File: config.mk
export PLATFORM = sky130hd
export DESIGN_NAME = bus_arbiter
export DESIGN_NICKNAME = d
export VERILOG_FILES = /design/src/rtl/bus_pkg.sv /design/src/rtl/bus_watchdog.sv /design/src/rtl/bus_arbiter.sv
export SDC_FILE = /design/constraint.sdc
export NUM_CORES = 1
export LEC_CHECK = 0
export CAP_MARGIN = 20
export CORE_UTILIZATION = 45
export DETAILED_ROUTE_END_ITERATION = 10
export PLACE_DENSITY = 0.79
export SLEW_MARGIN = 25
export SYNTH_ARGS = -nofsm -noshare
export SYNTH_HDL_FRONTEND = slang
export SYNTH_SLANG_ARGS = --single-unit
File: constraint.sdc
create_clock -name clk -period 2.1 [get_ports clk]
set_input_delay 0.63 -clock clk [delete_from_list [all_inputs] [get_ports clk]]
set_output_delay 0.63 -clock clk [all_outputs]
set_load 0.005 [all_outputs]
File: src/rtl/bus_pkg.sv
// Shared types and constants for the two-master serial bus arbiter.
package bus_pkg;

    typedef enum logic [1:0] {
        IDLE    = 2'd0,
        GNT1    = 2'd1,
        GNT2    = 2'd2,
        RELEASE = 2'd3
    } bus_state_t;

    typedef enum logic {
        M1 = 1'b0,
        M2 = 1'b1
    } master_t;

    localparam int DEFAULT_TIMEOUT = 1023;

    // Round-robin choice: a tie goes to whichever master did not own the bus last.
    function automatic master_t rr_pick(input logic req1, input logic req2, input master_t last);
        if (req1 && req2) begin
            return (last == M1) ? M2 : M1;
        end
        return req1 ? M1 : M2;
    endfunction

endpackage

File: src/rtl/bus_watchdog.sv
// Per-grant stall watchdog: counts owned cycles not held off by the slave,
// saturating at TIMEOUT; expired flags the cycle that completes the budget.
module bus_watchdog
    import bus_pkg::*;
#(
    parameter int TIMEOUT = DEFAULT_TIMEOUT,
    localparam int CW = $clog2(TIMEOUT + 1)
) (
    input  logic clk,
    input  logic reset,
    input  logic clear,
    input  logic enable,
    input  logic hold,
    output logic expired
);

    localparam logic [CW-1:0] LIMIT = CW'(TIMEOUT);
    localparam logic [CW-1:0] LAST  = CW'(TIMEOUT - 1);

    logic [CW-1:0] count;
    logic          step;

    assign step    = enable && !hold;
    // Fires during the TIMEOUT-th counted cycle so the bus is reclaimed on the
    // edge where the count would reach TIMEOUT.
    assign expired = step && (count == LAST);

    always_ff @(posedge clk or negedge reset) begin
        if (!reset) begin
            count <= '0;
        end else if (clear) begin
            count <= '0;
        end else if (step && (count != LIMIT)) begin
            count <= count + CW'(1);
        end
    end

endmodule

File: src/rtl/bus_arbiter.sv
// Two-master round-robin bus arbiter with request muxing, response routing
// and a per-grant watchdog.
//
//   state   | meaning
//   IDLE    | no owner, waiting for a request
//   GNT1    | master 1 owns the bus
//   GNT2    | master 2 owns the bus
//   RELEASE | one dead cycle between owners, bus driven to 0
module bus_arbiter
    import bus_pkg::*;
#(
    parameter int TIMEOUT = DEFAULT_TIMEOUT
) (
    input  logic       clk,
    input  logic       reset,
    input  logic       m1_req,
    input  logic       m2_req,
    input  logic       m1_done,
    input  logic       m2_done,
    input  logic       m1_valid,
    input  logic       m1_wren,
    input  logic       m1_addr,
    input  logic       m1_data,
    input  logic       m1_burst,
    input  logic       m2_valid,
    input  logic       m2_wren,
    input  logic       m2_addr,
    input  logic       m2_data,
    input  logic       m2_burst,
    output logic       bus_valid,
    output logic       bus_wren,
    output logic       bus_addr,
    output logic       bus_data,
    output logic       bus_burst,
    output logic       BusAvailable,
    input  logic       s_ready,
    input  logic       s_validOut,
    input  logic       s_dataOut,
    input  logic       s_hold,
    output logic       m1_grant,
    output logic       m2_grant,
    output logic       m1_ready,
    output logic       m1_rvalid,
    output logic       m1_rdata,
    output logic       m1_hold,
    output logic       m2_ready,
    output logic       m2_rvalid,
    output logic       m2_rdata,
    output logic       m2_hold,
    output logic       timeout_err,
    output logic [1:0] state_out
);

    bus_state_t state;
    master_t    last_grant;
    logic       in_grant;
    logic       expired;

    assign in_grant  = (state == GNT1) || (state == GNT2);
    assign state_out = state;

    // Held clear whenever nobody owns the bus, so every grant starts from zero.
    bus_watchdog #(.TIMEOUT(TIMEOUT)) u_watchdog (
        .clk     (clk),
        .reset   (reset),
        .clear   (!in_grant),
        .enable  (in_grant),
        .hold    (s_hold),
        .expired (expired)
    );

    always_ff @(posedge clk or negedge reset) begin
        if (!reset) begin
            state        <= IDLE;
            last_grant   <= M2;
            m1_grant     <= 1'b0;
            m2_grant     <= 1'b0;
            BusAvailable <= 1'b0;
            timeout_err  <= 1'b0;
        end else begin
            timeout_err <= 1'b0;
            case (state)
                IDLE, RELEASE: begin
                    if (m1_req || m2_req) begin
                        BusAvailable <= 1'b1;
                        if (rr_pick(m1_req, m2_req, last_grant) == M1) begin
                            state      <= GNT1;
                            m1_grant   <= 1'b1;
                            m2_grant   <= 1'b0;
                            last_grant <= M1;
                        end else begin
                            state      <= GNT2;
                            m1_grant   <= 1'b0;
                            m2_grant   <= 1'b1;
                            last_grant <= M2;
                        end
                    end else begin
                        state        <= IDLE;
                        m1_grant     <= 1'b0;
                        m2_grant     <= 1'b0;
                        BusAvailable <= 1'b0;
                    end
                end
                GNT1: begin
                    if (m1_done || !m1_req || expired) begin
                        state        <= RELEASE;
                        m1_grant     <= 1'b0;
                        BusAvailable <= 1'b0;
                        timeout_err  <= expired && m1_req && !m1_done;
                    end
                end
                GNT2: begin
                    if (m2_done || !m2_req || expired) begin
                        state        <= RELEASE;
                        m2_grant     <= 1'b0;
                        BusAvailable <= 1'b0;
                        timeout_err  <= expired && m2_req && !m2_done;
                    end
                end
                default: state <= IDLE;
            endcase
        end
    end

    always_comb begin
        {bus_valid, bus_wren, bus_addr, bus_data, bus_burst} = '0;
        {m1_ready, m1_rvalid, m1_rdata, m1_hold}             = '0;
        {m2_ready, m2_rvalid, m2_rdata, m2_hold}             = '0;
        case (state)
            GNT1: begin
                {bus_valid, bus_wren, bus_addr, bus_data, bus_burst} =
                    {m1_valid, m1_wren, m1_addr, m1_data, m1_burst};
                {m1_ready, m1_rvalid, m1_rdata, m1_hold} = {s_ready, s_validOut, s_dataOut, s_hold};
            end
            GNT2: begin
                {bus_valid, bus_wren, bus_addr, bus_data, bus_burst} =
                    {m2_valid, m2_wren, m2_addr, m2_data, m2_burst};
                {m2_ready, m2_rvalid, m2_rdata, m2_hold} = {s_ready, s_validOut, s_dataOut, s_hold};
            end
            default: ;
        endcase
    end

endmodule

==> impl_metrics.csv <==
group,metric,value,unit
status,outcome,"complete, no violations",
clock_network,ctsLongestPathBuffers,2,
synth,synth_area,1190,um^2
routing,wl_per_cell,14.3,um
routing,routed_wl,2950,um
layout,drive_above_1_share,0.176,
sta,slew_headroom,0.715,
sta,hold_viol_final,0,
place,postPlaceCellArea,1610,um^2
worst_setup_path,critPathCaptureType,"primary output",
clock_network,clock_tree.root_cell,"clkbuf_4",
layout,antennaDiodeCount,0,
synth,async_flop_share,1.00,
layout,final_util,0.657,
worst_setup_path,critPathLaunch,"m2_wren",
synth,ys.flop_type,"dfrtp_1",
die,die-height,53.5,um
worst_setup_path,r2r_start,"state_out[0]",
sta,min_period,2.04,ns
synth,synth_warnings,0,
min_path,min_path_type,"reg -> reg",
sta,slew_violations,0,
die,fp-row-count,18,
layout,design_area,1640,um^2
routing,num_vias,1244,
layout,nNetsFinal,201,
synth,syn-num-nets,162,
sta,rsz0062_at_grt,"no",
synth,ys_ff_latch,17,
min_path,hold_path_startpoint,"last_grant",
grt,globalRouteOverflowTotal,0,
sta,clock_skew,0.00509,ns
routing,drt_iter0_markers,37,
die,design.portCount,39,
power_and_ir_drop,leakage,0.719,nW
synth,synth-edff-count,0,
worst_setup_path,arrival,1.41,ns
clock_network,cts_sinks,17,
routing,ant_nets,0,
place,dp_hpwl,2160,um
clock_network,tritoncts,"yes",
synth,yosysSeqAreaShare,0.358,
power_and_ir_drop,peakVddDrop,0.976,mV
grt,grt_pass1_vias,1055,
routing,dr.pass1.iters,4,
routing,via_per_inst,6.04,
synth,synthCells,138,
place,gp_congestion,0.823,
synth,yosysUniqueCellTypes,41,
sta,final.setup.tns,0,ns
layout,n_fill_cell,197,
min_path,whs_path_depth,2,
routing,drc,0,
grt,grt_usage,0.220,
die,die_width,53.5,um
sta,tightest_slew,0.426,ns
power_and_ir_drop,powerDensity,973,nW/um^2
sta,whs,0.545,ns
worst_setup_path,crit_path_start_kind,"input port",
worst_setup_path,critical_path_class,"in -> out",
clock_network,numCtsBuffers,3,
layout,area_growth,37.7,%
die,placeableCoreArea,2500,um^2
clock_network,htree_levels,1,
sta,fin_crit_sh,0.970,
worst_setup_path,worst_r2r_path_depth,6,
die,start_util,0.477,
grt,grt_max_degree,25,
sta,max_freq,0.491,GHz
clock_network,cts.reportedPaths.clkPinSlew,0.11,ns
grt,grt_pass1_wl,4580,um
grt,antenna_found_initial,0,
die,dieArea,2860,um^2
worst_setup_path,cp_max_fo,1,
worst_setup_path,cp.required,1.47,ns
synth,avgSynthCellArea,8.64,um^2
power_and_ir_drop,total_power,1.60,mW
place,io_buffers,38,
job,drv_cap,0,
clock_network,clk_latency,0.30,ns
sta,setup_viol,0,
state kept, by name, indices dropped and copies added (netlist names):
register,cells
u_watchdog.count,10
state_out,2
BusAvailable,1
last_grant,1
m1_grant,1
m2_grant,1
timeout_err,1
cell usage after synthesis, drive strengths merged, types with 2 or more instances:
master  count  share of area
nand2       7          0.022
nor3        8          0.034
buf         6          0.025
and3        3          0.017
o21ai       4          0.017
a32oi       2          0.015
and3b       2          0.015
a22oi       6          0.038
clkbuf      6          0.019
nor4b       2          0.020
nor2        7          0.022
inv         6          0.019
nand3       3          0.013
nand2b      2          0.010
and2        8          0.042
nand3b      3          0.019
and4        2          0.015
nand4       5          0.031
nor2b       3          0.016
dfrtp      16           0.34
ha          4          0.042
nand4b      3          0.022
o22ai       2          0.010
a21oi       7          0.029
a211oi      3          0.019
a31oi       6          0.031
and4b       2          0.017
per-layer routing:
layer	vias up	routed length, um	track usage
met3	5	152	0.0460
met4	0	34	0.0877
met2	45	1450	0.325
met5	-	0	0
li1	601	-	-
met1	593	1320	0.307
timing repair:
| action | CTS | global route |
|---|---|---|
| hold buffers | 0 | 0 |
| gates cloned | 0 | 0 |
| endpoints found under the hold margin | 0 | 0 |
| endpoints found under the setup margin | 13 | 10 |
| gates resized for setup | 28 | 16 |
| setup buffers | 0 | 1 |
| pin swaps | 2 | 0 |
cell type report:
cell class	count	area [um^2]	area share
clock inverter	1	5.00	0.00305
tap	30	37.5	0.0229
sequential	17	428	0.261
clock buffer	3	22.5	0.0137
timing repair buffer	46	400	0.244
multi-input combinational	103	726	0.442
inverter	6	22.5	0.0137
final timing paths:
kind,slack (ns),to
max,0.06,bus_wren
min,0.55,last_grant
max reg2reg,0.27,m2_grant
min reg2reg,0.55,last_grant
max in group asynchronous,0.99,state_out[0]
min in group asynchronous,0.62,m1_grant
worst max-delay path, cell delays in order:
cell and delay (ns):
clkdlybuf4s50_1 0.40, a22oi_1 0.19, nor2_1 0.06, buf_2 0.12
kinds of logic after synthesis:
family | after synthesis | synth area share
flops | 17 | 0.358
buf+inv | 18 | 0.0630
fa+ha+maj | 4 | 0.0420
simple gates | 63 | 0.335
compound gates | 36 | 0.203
through the flow:
| stage | worst slack [ns] | instances |
|---|---|---|
| 3_3_place_gp | -0.313 | 201 |
| 4_1_cts | -0.0116 | 205 |
| 6_report | 0.0631 | 206 |
| 5_1_grt | 0.0157 | 206 |
| 3_5_place_dp | -0.324 | 201 |
| 2_1_floorplan | 0.141 | 138 |
placed cells by master, fill, tap and decap left out, drive strengths merged, types with 5 or more instances in the layout:
master	synthesis	final
a31oi	6	6
buf	6	10
nor3	8	8
a21oi	7	7
inv	6	6
dfrtp	16	16
a22oi	6	6
clkdlybuf4s50	0	21
nor2	7	7
clkbuf	6	9
nand4	5	5
nand2	7	7
dlygate4sd2	0	6
and2	8	8
power by group:
part	internal, mW	switching (mW)
Combinational	0.483	0.439
Clock	0.0710	0.110
Sequential	0.410	0.0833
Total	0.964	0.633
No activity file was read; power rests on OpenSTA's default activity.
